## config.mk

```make
export PLATFORM = sky130hd
export DESIGN_NAME = seq_alu
export DESIGN_NICKNAME = d
export VERILOG_FILES = /design/src/rtl/alu_pkg.sv /design/src/rtl/alu_core.sv /design/src/rtl/seq_alu.sv
export SDC_FILE = /design/constraint.sdc
export NUM_CORES = 1
export LEC_CHECK = 0
export CAP_MARGIN = 0
export CORE_MARGIN = 10
export CORE_UTILIZATION = 53
export DETAILED_ROUTE_END_ITERATION = 6
export PLACE_DENSITY = 0.79
export SLEW_MARGIN = 20
export SYNTH_ARGS = -nofsm -noshare
export SYNTH_HDL_FRONTEND = slang
export SYNTH_SLANG_ARGS = --single-unit
```

## constraint.sdc

```tcl
create_clock -name clk -period 4.35 [get_ports clk]
set_clock_uncertainty 0.1 [all_clocks]
set_input_delay 0.87 -clock clk [delete_from_list [all_inputs] [get_ports clk]]
set_output_delay 0.87 -clock clk [all_outputs]
set_load 0.01 [all_outputs]
```

## src/rtl/alu_pkg.sv

```systemverilog
`default_nettype none
// ============================================================================
//  Module      : alu_pkg
//  Description : Shared types and constants for the sequential ALU.
//                Holds the opcode enum, the FSM state enum and the default
//                data-path / command widths.
//  Revision    : 1.0 - initial release
// ============================================================================
package alu_pkg;

    localparam int c_def_w     = 8;
    localparam int c_def_cmd_w = 4;

    typedef enum logic [c_def_cmd_w-1:0] {
        OP_NOP  = 4'd0,
        OP_XOR  = 4'd1,
        OP_NZ   = 4'd2,
        OP_ADD  = 4'd3,
        OP_LSH  = 4'd4,
        OP_RSH  = 4'd5,
        OP_PASB = 4'd6,
        OP_PASA = 4'd7,
        OP_PARI = 4'd8
    } op_t;

    typedef enum logic [1:0] {
        ST_IDLE  = 2'd0,
        ST_SHIFT = 2'd1,
        ST_DONE  = 2'd2
    } state_t;

endpackage
`default_nettype wire

```

## src/rtl/alu_core.sv

```systemverilog
`default_nettype none
// ============================================================================
//  Module      : alu_core
//  Description : Combinational single-cycle ALU operations plus result flags.
//                Shift opcodes are not handled here (result 0); the owning
//                sequencer runs them bit-serially.
//  Ports       : i_cmd, i_a, i_b, i_ci   - operation and operands
//                o_res, o_co              - single-cycle result and carry
//                i_flag_src               - value whose flags are wanted
//                o_pari, o_zero           - parity / zero of i_flag_src
//  Revision    : 1.0 - initial release
// ============================================================================
module alu_core
    import alu_pkg::*;
#(
    parameter int W     = c_def_w,
    parameter int CMD_W = c_def_cmd_w
) (
    input  logic [CMD_W-1:0] i_cmd,
    input  logic [W-1:0]     i_a,
    input  logic [W-1:0]     i_b,
    input  logic             i_ci,
    input  logic [W-1:0]     i_flag_src,
    output logic [W-1:0]     o_res,
    output logic             o_co,
    output logic             o_pari,
    output logic             o_zero
);

    logic [W:0] w_sum;

    always_comb begin
        w_sum = {1'b0, i_a} + {1'b0, i_b} + {{W{1'b0}}, i_ci};
        o_res = '0;
        o_co  = 1'b0;
        case (i_cmd)
            CMD_W'(OP_XOR):  o_res = i_a ^ i_b;
            CMD_W'(OP_NZ):   o_res = {{(W-1){1'b0}}, |i_a};
            CMD_W'(OP_ADD): begin
                o_res = w_sum[W-1:0];
                o_co  = w_sum[W];
            end
            CMD_W'(OP_PASB): o_res = i_b;
            CMD_W'(OP_PASA): o_res = i_a;
            CMD_W'(OP_PARI): o_res = {{(W-1){1'b0}}, ^i_b};
            default: ;
        endcase
    end

    assign o_pari = ^i_flag_src;
    assign o_zero = (i_flag_src == '0);

endmodule
`default_nettype wire

```

## src/rtl/seq_alu.sv

```systemverilog
`default_nettype none
// ============================================================================
//  Module      : seq_alu
//  Description : Sequential ALU with valid/ready handshakes. Single-cycle ops
//                come from alu_core; shifts run one bit per cycle in the
//                result register itself.
//  Ports       : clk, reset (sync, active high)
//                alu_cmd, inA, inB, sc_i, in_valid / in_ready  - request
//                rslt, sc_o, pari, zero, out_valid / out_ready - response
//  Revision    : 1.0 - initial release
// ============================================================================
module seq_alu
    import alu_pkg::*;
#(
    parameter int W     = c_def_w,
    parameter int CMD_W = c_def_cmd_w
) (
    input  logic             clk,
    input  logic             reset,
    input  logic [CMD_W-1:0] alu_cmd,
    input  logic [W-1:0]     inA,
    input  logic [W-1:0]     inB,
    input  logic             sc_i,
    input  logic             in_valid,
    output logic             in_ready,
    output logic             out_valid,
    input  logic             out_ready,
    output logic [W-1:0]     rslt,
    output logic             sc_o,
    output logic             pari,
    output logic             zero
);

    localparam int              c_cnt_w = $clog2(W + 1);
    localparam logic [W-1:0]    c_w_val = W[W-1:0];
    localparam logic [c_cnt_w-1:0] c_cnt_max = W[c_cnt_w-1:0];

    state_t               r_state;
    state_t               w_state_nxt;
    logic [c_cnt_w-1:0]   r_cnt;
    logic                 r_left;
    logic [W-1:0]         r_rslt;
    logic                 r_sc;
    logic                 r_pari;
    logic                 r_zero;

    logic                 w_is_lsh;
    logic                 w_is_shift;
    logic [c_cnt_w-1:0]   w_cnt_init;
    logic [W-1:0]         w_shifted;
    logic                 w_shift_out;
    logic [W-1:0]         w_next_rslt;
    logic [W-1:0]         w_core_res;
    logic                 w_core_co;
    logic                 w_pari;
    logic                 w_zero;

    assign w_is_lsh   = (alu_cmd == CMD_W'(OP_LSH));
    assign w_is_shift = w_is_lsh || (alu_cmd == CMD_W'(OP_RSH));
    // Shift distances of W or more saturate: the register is all zero by then.
    assign w_cnt_init = (inA >= c_w_val) ? c_cnt_max : inA[c_cnt_w-1:0];

    assign w_shifted   = r_left ? {r_rslt[W-2:0], 1'b0} : {1'b0, r_rslt[W-1:1]};
    assign w_shift_out = r_left ? r_rslt[W-1] : r_rslt[0];

    // Value about to be written into r_rslt; its flags are registered with it
    // so pari/zero always describe the registered result.
    always_comb begin
        w_next_rslt = r_rslt;
        case (r_state)
            ST_IDLE:  w_next_rslt = w_is_shift ? inB : w_core_res;
            ST_SHIFT: w_next_rslt = w_shifted;
            default:  ;
        endcase
    end

    alu_core #(
        .W     (W),
        .CMD_W (CMD_W)
    ) u_core (
        .i_cmd      (alu_cmd),
        .i_a        (inA),
        .i_b        (inB),
        .i_ci       (sc_i),
        .i_flag_src (w_next_rslt),
        .o_res      (w_core_res),
        .o_co       (w_core_co),
        .o_pari     (w_pari),
        .o_zero     (w_zero)
    );

    // State register
    always_ff @(posedge clk) begin
        if (reset) r_state <= ST_IDLE;
        else       r_state <= w_state_nxt;
    end

    // Next-state logic
    always_comb begin
        w_state_nxt = r_state;
        case (r_state)
            ST_IDLE: begin
                if (in_valid) begin
                    if (w_is_shift && (w_cnt_init != '0)) w_state_nxt = ST_SHIFT;
                    else                                  w_state_nxt = ST_DONE;
                end
            end
            ST_SHIFT: if (r_cnt == c_cnt_w'(1)) w_state_nxt = ST_DONE;
            ST_DONE:  if (out_ready) w_state_nxt = ST_IDLE;
            default:  w_state_nxt = ST_IDLE;
        endcase
    end

    // Handshake outputs; gated by reset so nothing is signalled while it is held.
    always_comb begin
        in_ready  = 1'b0;
        out_valid = 1'b0;
        if (!reset) begin
            in_ready  = (r_state == ST_IDLE);
            out_valid = (r_state == ST_DONE);
        end
    end

    // Datapath
    always_ff @(posedge clk) begin
        if (reset) begin
            r_cnt  <= '0;
            r_left <= 1'b0;
            r_rslt <= '0;
            r_sc   <= 1'b0;
            r_pari <= 1'b0;
            r_zero <= 1'b0;
        end else begin
            case (r_state)
                ST_IDLE: begin
                    if (in_valid) begin
                        r_left <= w_is_lsh;
                        r_cnt  <= w_cnt_init;
                        r_rslt <= w_next_rslt;
                        r_sc   <= w_is_shift ? 1'b0 : w_core_co;
                        r_pari <= w_pari;
                        r_zero <= w_zero;
                    end
                end
                ST_SHIFT: begin
                    r_rslt <= w_next_rslt;
                    r_sc   <= w_shift_out;
                    r_cnt  <= r_cnt - c_cnt_w'(1);
                    r_pari <= w_pari;
                    r_zero <= w_zero;
                end
                default: ;
            endcase
        end
    end

    assign rslt = r_rslt;
    assign sc_o = r_sc;
    assign pari = r_pari;
    assign zero = r_zero;

endmodule
`default_nettype wire

```

# Word level (Yosys, flattened, before mapping)
# Index checks and enable logic that the tools add are counted.
dict set report totals {
  ff_bits 18
  latchBits 0
  ram_bits 0
  mem_bits_ro 0
  inputBits 25
  n_memories 0
}
dict set report classes {
  n_addsub 3
  n_mul 0
  div 0
  magnitude_cmp 1
  eq_ne 14
  shift 0
  n_mux 25
  bitwise 1
  reduce_logical 12
}
# op n
set ops {}
lappend ops {{$pmux W8 S6} 1}
lappend ops {{$pmux W8 S2} 2}
lappend ops {{$mux W8} 3}
lappend ops {{$eq A4 B3 Y1 const B} 4}
lappend ops {{$reduce_xor A8 Y1} 2}
lappend ops {{$add A8 B8 Y9} 1}
lappend ops {{$add A9 B1 Y9} 1}
lappend ops {{$eq A4 B1 Y1 const B} 2}
lappend ops {{$eq A4 B2 Y1 const B} 2}
lappend ops {{$ge A8 B4 Y1 const B} 1}
lappend ops {{$logic_not A8 Y1} 1}
lappend ops {{$mux W1} 8}
lappend ops {{$mux W2} 4}
lappend ops {{$mux W4} 2}
lappend ops {{$pmux W4 S2} 1}
lappend ops {{$reduce_or A8 Y1} 1}
lappend ops {{$xor A8 B8 Y8} 1}
lappend ops {{$ne A2 B2 Y1 const B} 3}
lappend ops {{$pmux W1 S2} 3}
lappend ops {{$pmux W2 S3} 1}
lappend ops {{$eq A4 B4 Y1 const B} 1}
lappend ops {{$reduce_and A2 Y1} 2}
lappend ops {{$reduce_bool A4 Y1} 1}
lappend ops {{$sub A4 B1 Y4 const B} 1}
lappend ops {{7 further kinds} 7}

# Logic depth before layout (Yosys ltp)
dict set report depth {
  ltp_word 8
  depth_mapped 14
  mapped_depth_nobuf 14
}

# Hierarchy
# From an unflattened synthesis, not the netlist that was laid out.
dict set report unflattened {
  hier_cells 277
  hier_area_um2 2119.5
}
# mod instances cells_per_inst area_per_inst_um2 seq_area_each_um2
set by_module_without_submodules {}
lappend by_module_without_submodules {seq_alu 1 162 1281.2 360.3}
lappend by_module_without_submodules {alu_core 1 115 838.3 0.0}

# Worst setup path after synthesis
# No wires, ideal clock.
dict set report synth_path {
  path_type {input -> register}
  startpoint {in inA[0]}
  endpoint {reg r_pari (netlist: pari)}
  setup_time_ns 0.086
  arrival_time_ns 3.233
  path_slack_ns 0.932
  path_stages 13
  path_cell_list {inv_1 -> fa_1 -> fa_1 -> nor2b_1 -> o21ai_0 -> a21boi_0 -> xnor2_1 -> o22ai_1 -> a21oi_1 -> ha_1 -> xnor2_1 -> xnor2_1 -> a211oi_1}
}
dict set report synth_via {
  elab_chain_len 8
  elab_cells_between_ends 10
}
# item line_no
set synth_rtl {}
lappend synth_rtl {{start: declaration} seq_alu.sv:21} ;# input logic [W-1:0] inA,
lappend synth_rtl {{$add A8 B8 Y9} alu_core.sv:33} ;# w_sum = {1'b0, i_a} + {1'b0, i_b} + {{W{1'b0}}, i_ci};
lappend synth_rtl {{$add A9 B1 Y9} alu_core.sv:33}
lappend synth_rtl {{$pmux W8 S6 *} alu_core.sv:36} ;# case (i_cmd)
lappend synth_rtl {{$mux W8 *} seq_alu.sv:71} ;# ST_IDLE: w_next_rslt = w_is_shift ? inB : w_core_res;
lappend synth_rtl {{$pmux W8 S2 *} seq_alu.sv:70} ;# case (r_state)
lappend synth_rtl {{$reduce_xor A8 Y1 *} alu_core.sv:50} ;# assign o_pari = ^i_flag_src;
lappend synth_rtl {{$mux W1} seq_alu.sv:136} ;# if (in_valid) begin
lappend synth_rtl {{$pmux W1 S2 *} seq_alu.sv:134} ;# case (r_state)
lappend synth_rtl {{end signal: assignment} seq_alu.sv:141} ;# r_pari <= w_pari;
lappend synth_rtl {{end signal: assignment} seq_alu.sv:149} ;# r_pari <= w_pari;
lappend synth_rtl {{end: declaration} seq_alu.sv:44} ;# logic r_pari;
# Mark *: on every way between the ends. The rest lies on a longest branch, timed or not. The select of a mux whose other input is x is not followed.
# A chain may end at the register's enable or synchronous reset.

# Final worst setup path
# Same ends and word-level chain as after synthesis.

==> results.toml <==
[sta]
fin_ws_ns = 0.454
period_needed_ns = 3.90
rsz0062_at_grt = "no"
finalMaxSlewViolations = 0
fin_crit_sh_pct = 89.6
slew_headroom_pct = 38.7
tightestPinTransition_ns = 0.917
fmax_mhz = 257
finalHoldViolations = 0
tns_ns = 0
setup-violations-final = 0

[cts]
clock_latency_ns = 0.26
path_clk_slew_ns = 0.07
numCtsBuffers = 3
cts_setup_buffers = 0
cts_buffer_depth = 2
holdBufCountCts = 0
cts_tree = "done"
cts_resized = 0
cts.sinks = 18
root_buffer = "clkbuf_8"
ctsHtreeMaxLevel = 1

[detailed_routing]
routed-via-count = 2064
viasPerCell = 5.98
wl_per_cell_um = 16.3
drc_errors = 0
detail-route-antenna-nets = 0
wl_um = 5620
first_pass_iters = 4
drt_iter0_drc = 237

[grt]
grt_pass1_vias = 2002
grt_max_degree = 19
antenna_found_initial = 0
grt_pass1_wl_um = 9580
track_usage_pct = 17.6
grt_overflow = 0

[critical_path]
cp-end-kind = "flop"
cp_slowest_cell = "clkdlybuf4s50_1"
critPathRequiredTime_ns = 4.43
critical_path_class = "input port to flop"
cp_common_cell = "xnor2_1"
path_cells = "clkdlybuf4s50_1, inv_1, fa_1, fa_1, nor2b_1, o21ai_0, a21boi_0, xnor2_1, o22ai_1, a21oi_1, ha_1, xnor2_1, xnor2_1, a211oi_1"
arrival_ns = 3.97
path_buf_inv = 2
slowest_delay_ns = 0.48
crit_family = "adder cells"
cp-start-kind = "input port"
crit_fanout = 2

[yosys]
yosys_most_used_dff = "dfxtp_1"
synth-edff-count = 0
yosys_register_bits = 18
synth_area_mm2 = 0.00201
yosys_warnings = 0
syn-instance-count = 266
syn_avg_cell_area_um2 = 7.55
yosysMostFrequentCell = "nor2_1"
syn_nets = 307
synthArstFlopShare_pct = 0
synth_cell_types = 59
yosysTopAreaCellShare_pct = 17.9
synth_commonest_cells = "nor2_1, nand2_1, dfxtp_1"
synth.area.top_cells = "dfxtp_1, ha_1, nor2_1, xnor2_1, mux2i_1"
synth_top_area_cell = "dfxtp_1"
synth_seq_area_share_pct = 17.9

[floorplan]
num_io_pins = 38
dieArea_mm2 = 0.00665
fp.dieW_um = 81.6
die_height_um = 81.6
fp.coreArea_mm2 = 0.00366
num_rows = 22
initial_utilization_pct = 54.9

[finish]
syn_to_final_growth_pct = 22.0
multiInputGateArea_mm2 = 0.00152
diodes = 0
fill_cells = 335
final_cells = 345
seqCellArea_um2 = 360
nets = 339
drive_gt1_share_pct = 7.07

[run]
drv_cap = 0

[hold_path]
hp-class = "flop to flop"

[power]
max-vdd-ir-drop_mv = 0.236
p_leak_nw = 0.892
powerDensity_mw_per_mm2 = 304

[placement]
dp_worst_setup_slack_ns = 0.218
dp.cells = 341
post-dp-hpwl_um = 4420
port_buffers = 37
place_congestion = 0.873

[run_status]
outcome = "finished, final reports clean"
## worst paths after layout
kind                                start                end  slack, ns  cells past startpoint
hold reg to reg         zero$_SDFFE_PP0P_  zero$_SDFFE_PP0P_       0.39                      2
hold / removal          zero$_SDFFE_PP0P_  zero$_SDFFE_PP0P_       0.39                      2
setup / recovery                   inA[0]  pari$_SDFFE_PP0P_       0.45                     14
setup reg to reg  r_state[1]$_SDFFE_PP0P_  pari$_SDFFE_PP0P_       1.55                      9
## metal layers
| metal | global-route usage, % | share of wire [%] | up-vias |
|---|---|---|---|
| met2 | 29.0 | 48 | 45 |
| met5 | 0 | 0 | - |
| met3 | 3.60 | 3.8 | 6 |
| met1 | 23.0 | 47 | 982 |
| li1 | - | - | 1031 |
| met4 | 4.08 | 1.1 | 0 |
## placed cells by master (no fill, tap or decap), types with 2 or more instances in the layout
master,netlist,final
o21ai_0,15,15
nor2b_1,5,5
or3b_2,2,2
and2_1,2,2
inv_1,13,13
nand3_1,8,8
and3_1,2,2
a221o_1,2,2
dfxtp_1,18,18
nor2_1,33,33
fa_1,2,2
o21a_1,2,2
a21oi_2,2,2
nand2_1,20,20
a211oi_1,6,6
buf_4,1,5
a221oi_1,3,3
ha_1,14,14
nor3b_1,3,3
nand3b_1,3,3
clkbuf_8,0,4
nand4_1,2,2
o21ai_1,2,2
mux2i_1,10,10
o31ai_1,3,3
a21oi_1,15,15
nor3_1,6,6
a31oi_1,4,4
clkdlybuf4s50_1,0,37
xnor2_1,14,14
o22ai_1,4,4
o211ai_1,3,3
nand2b_1,8,8
## metrics by stage
stage	util, %	hold slack [ns]	instance area [um^2]	total power [W]
floorplan	-	0.380	2010	0.000482
global placement	65.4	0.376	2400	0.000598
detailed placement	65.4	0.382	2400	0.000603
CTS	67.0	0.397	2450	0.000747
global route	67.0	0.432	2450	0.000805
finish	67.0	0.395	2450	0.000746
## power by group
group | internal (W) | total (W) | switching (W) | leakage, nW
Sequential | 0.000192 | 0.000229 | 0.0000368 | 0.148
Clock | 0.0000806 | 0.000142 | 0.0000614 | 0.0288
Combinational | 0.000180 | 0.000376 | 0.000196 | 0.716
Total | 0.000452 | 0.000746 | 0.000294 | 0.892
## state kept, by name, indices dropped and copies added (netlist names)
| register | count |
|---|---|
| pari | 1 |
| rslt | 8 |
| r_state | 2 |
| zero | 1 |
| sc_o | 1 |
| r_cnt | 4 |
| r_left | 1 |
## worst register-to-register path: stages (launching register included)
cell and delay (ns):
dfxtp_1 0.47, or2_1 0.44, a221oi_4 0.43, a2111oi_0 0.18, o31ai_1 0.13, o21ai_0 0.18, ha_1 0.31, xnor2_1 0.14
xnor2_1 0.13, a211oi_1 0.21
## cell families (layout without fill, tap and decap cells)
logic type	after synthesis	after routing	share of synthesized area (%)
AOI/OAI and AO/OA	76	76	26.5
adders and majority gates	16	16	10.7
DFF	18	18	17.9
xor gates and xnor gates	15	15	6.54
muxes	11	11	5.54
and+or+nand+nor	102	102	26.3
buffers and inverters	28	59	6.48
## layout make-up
class,count,share of cell area (%)
clock buffer,4,2.25
inverter,13,1.99
multi-input combinational,220,62.0
sequential,18,14.7
tap,48,2.45
timing repair buffer,42,16.6
No activity file was read; power rests on OpenSTA's default activity.
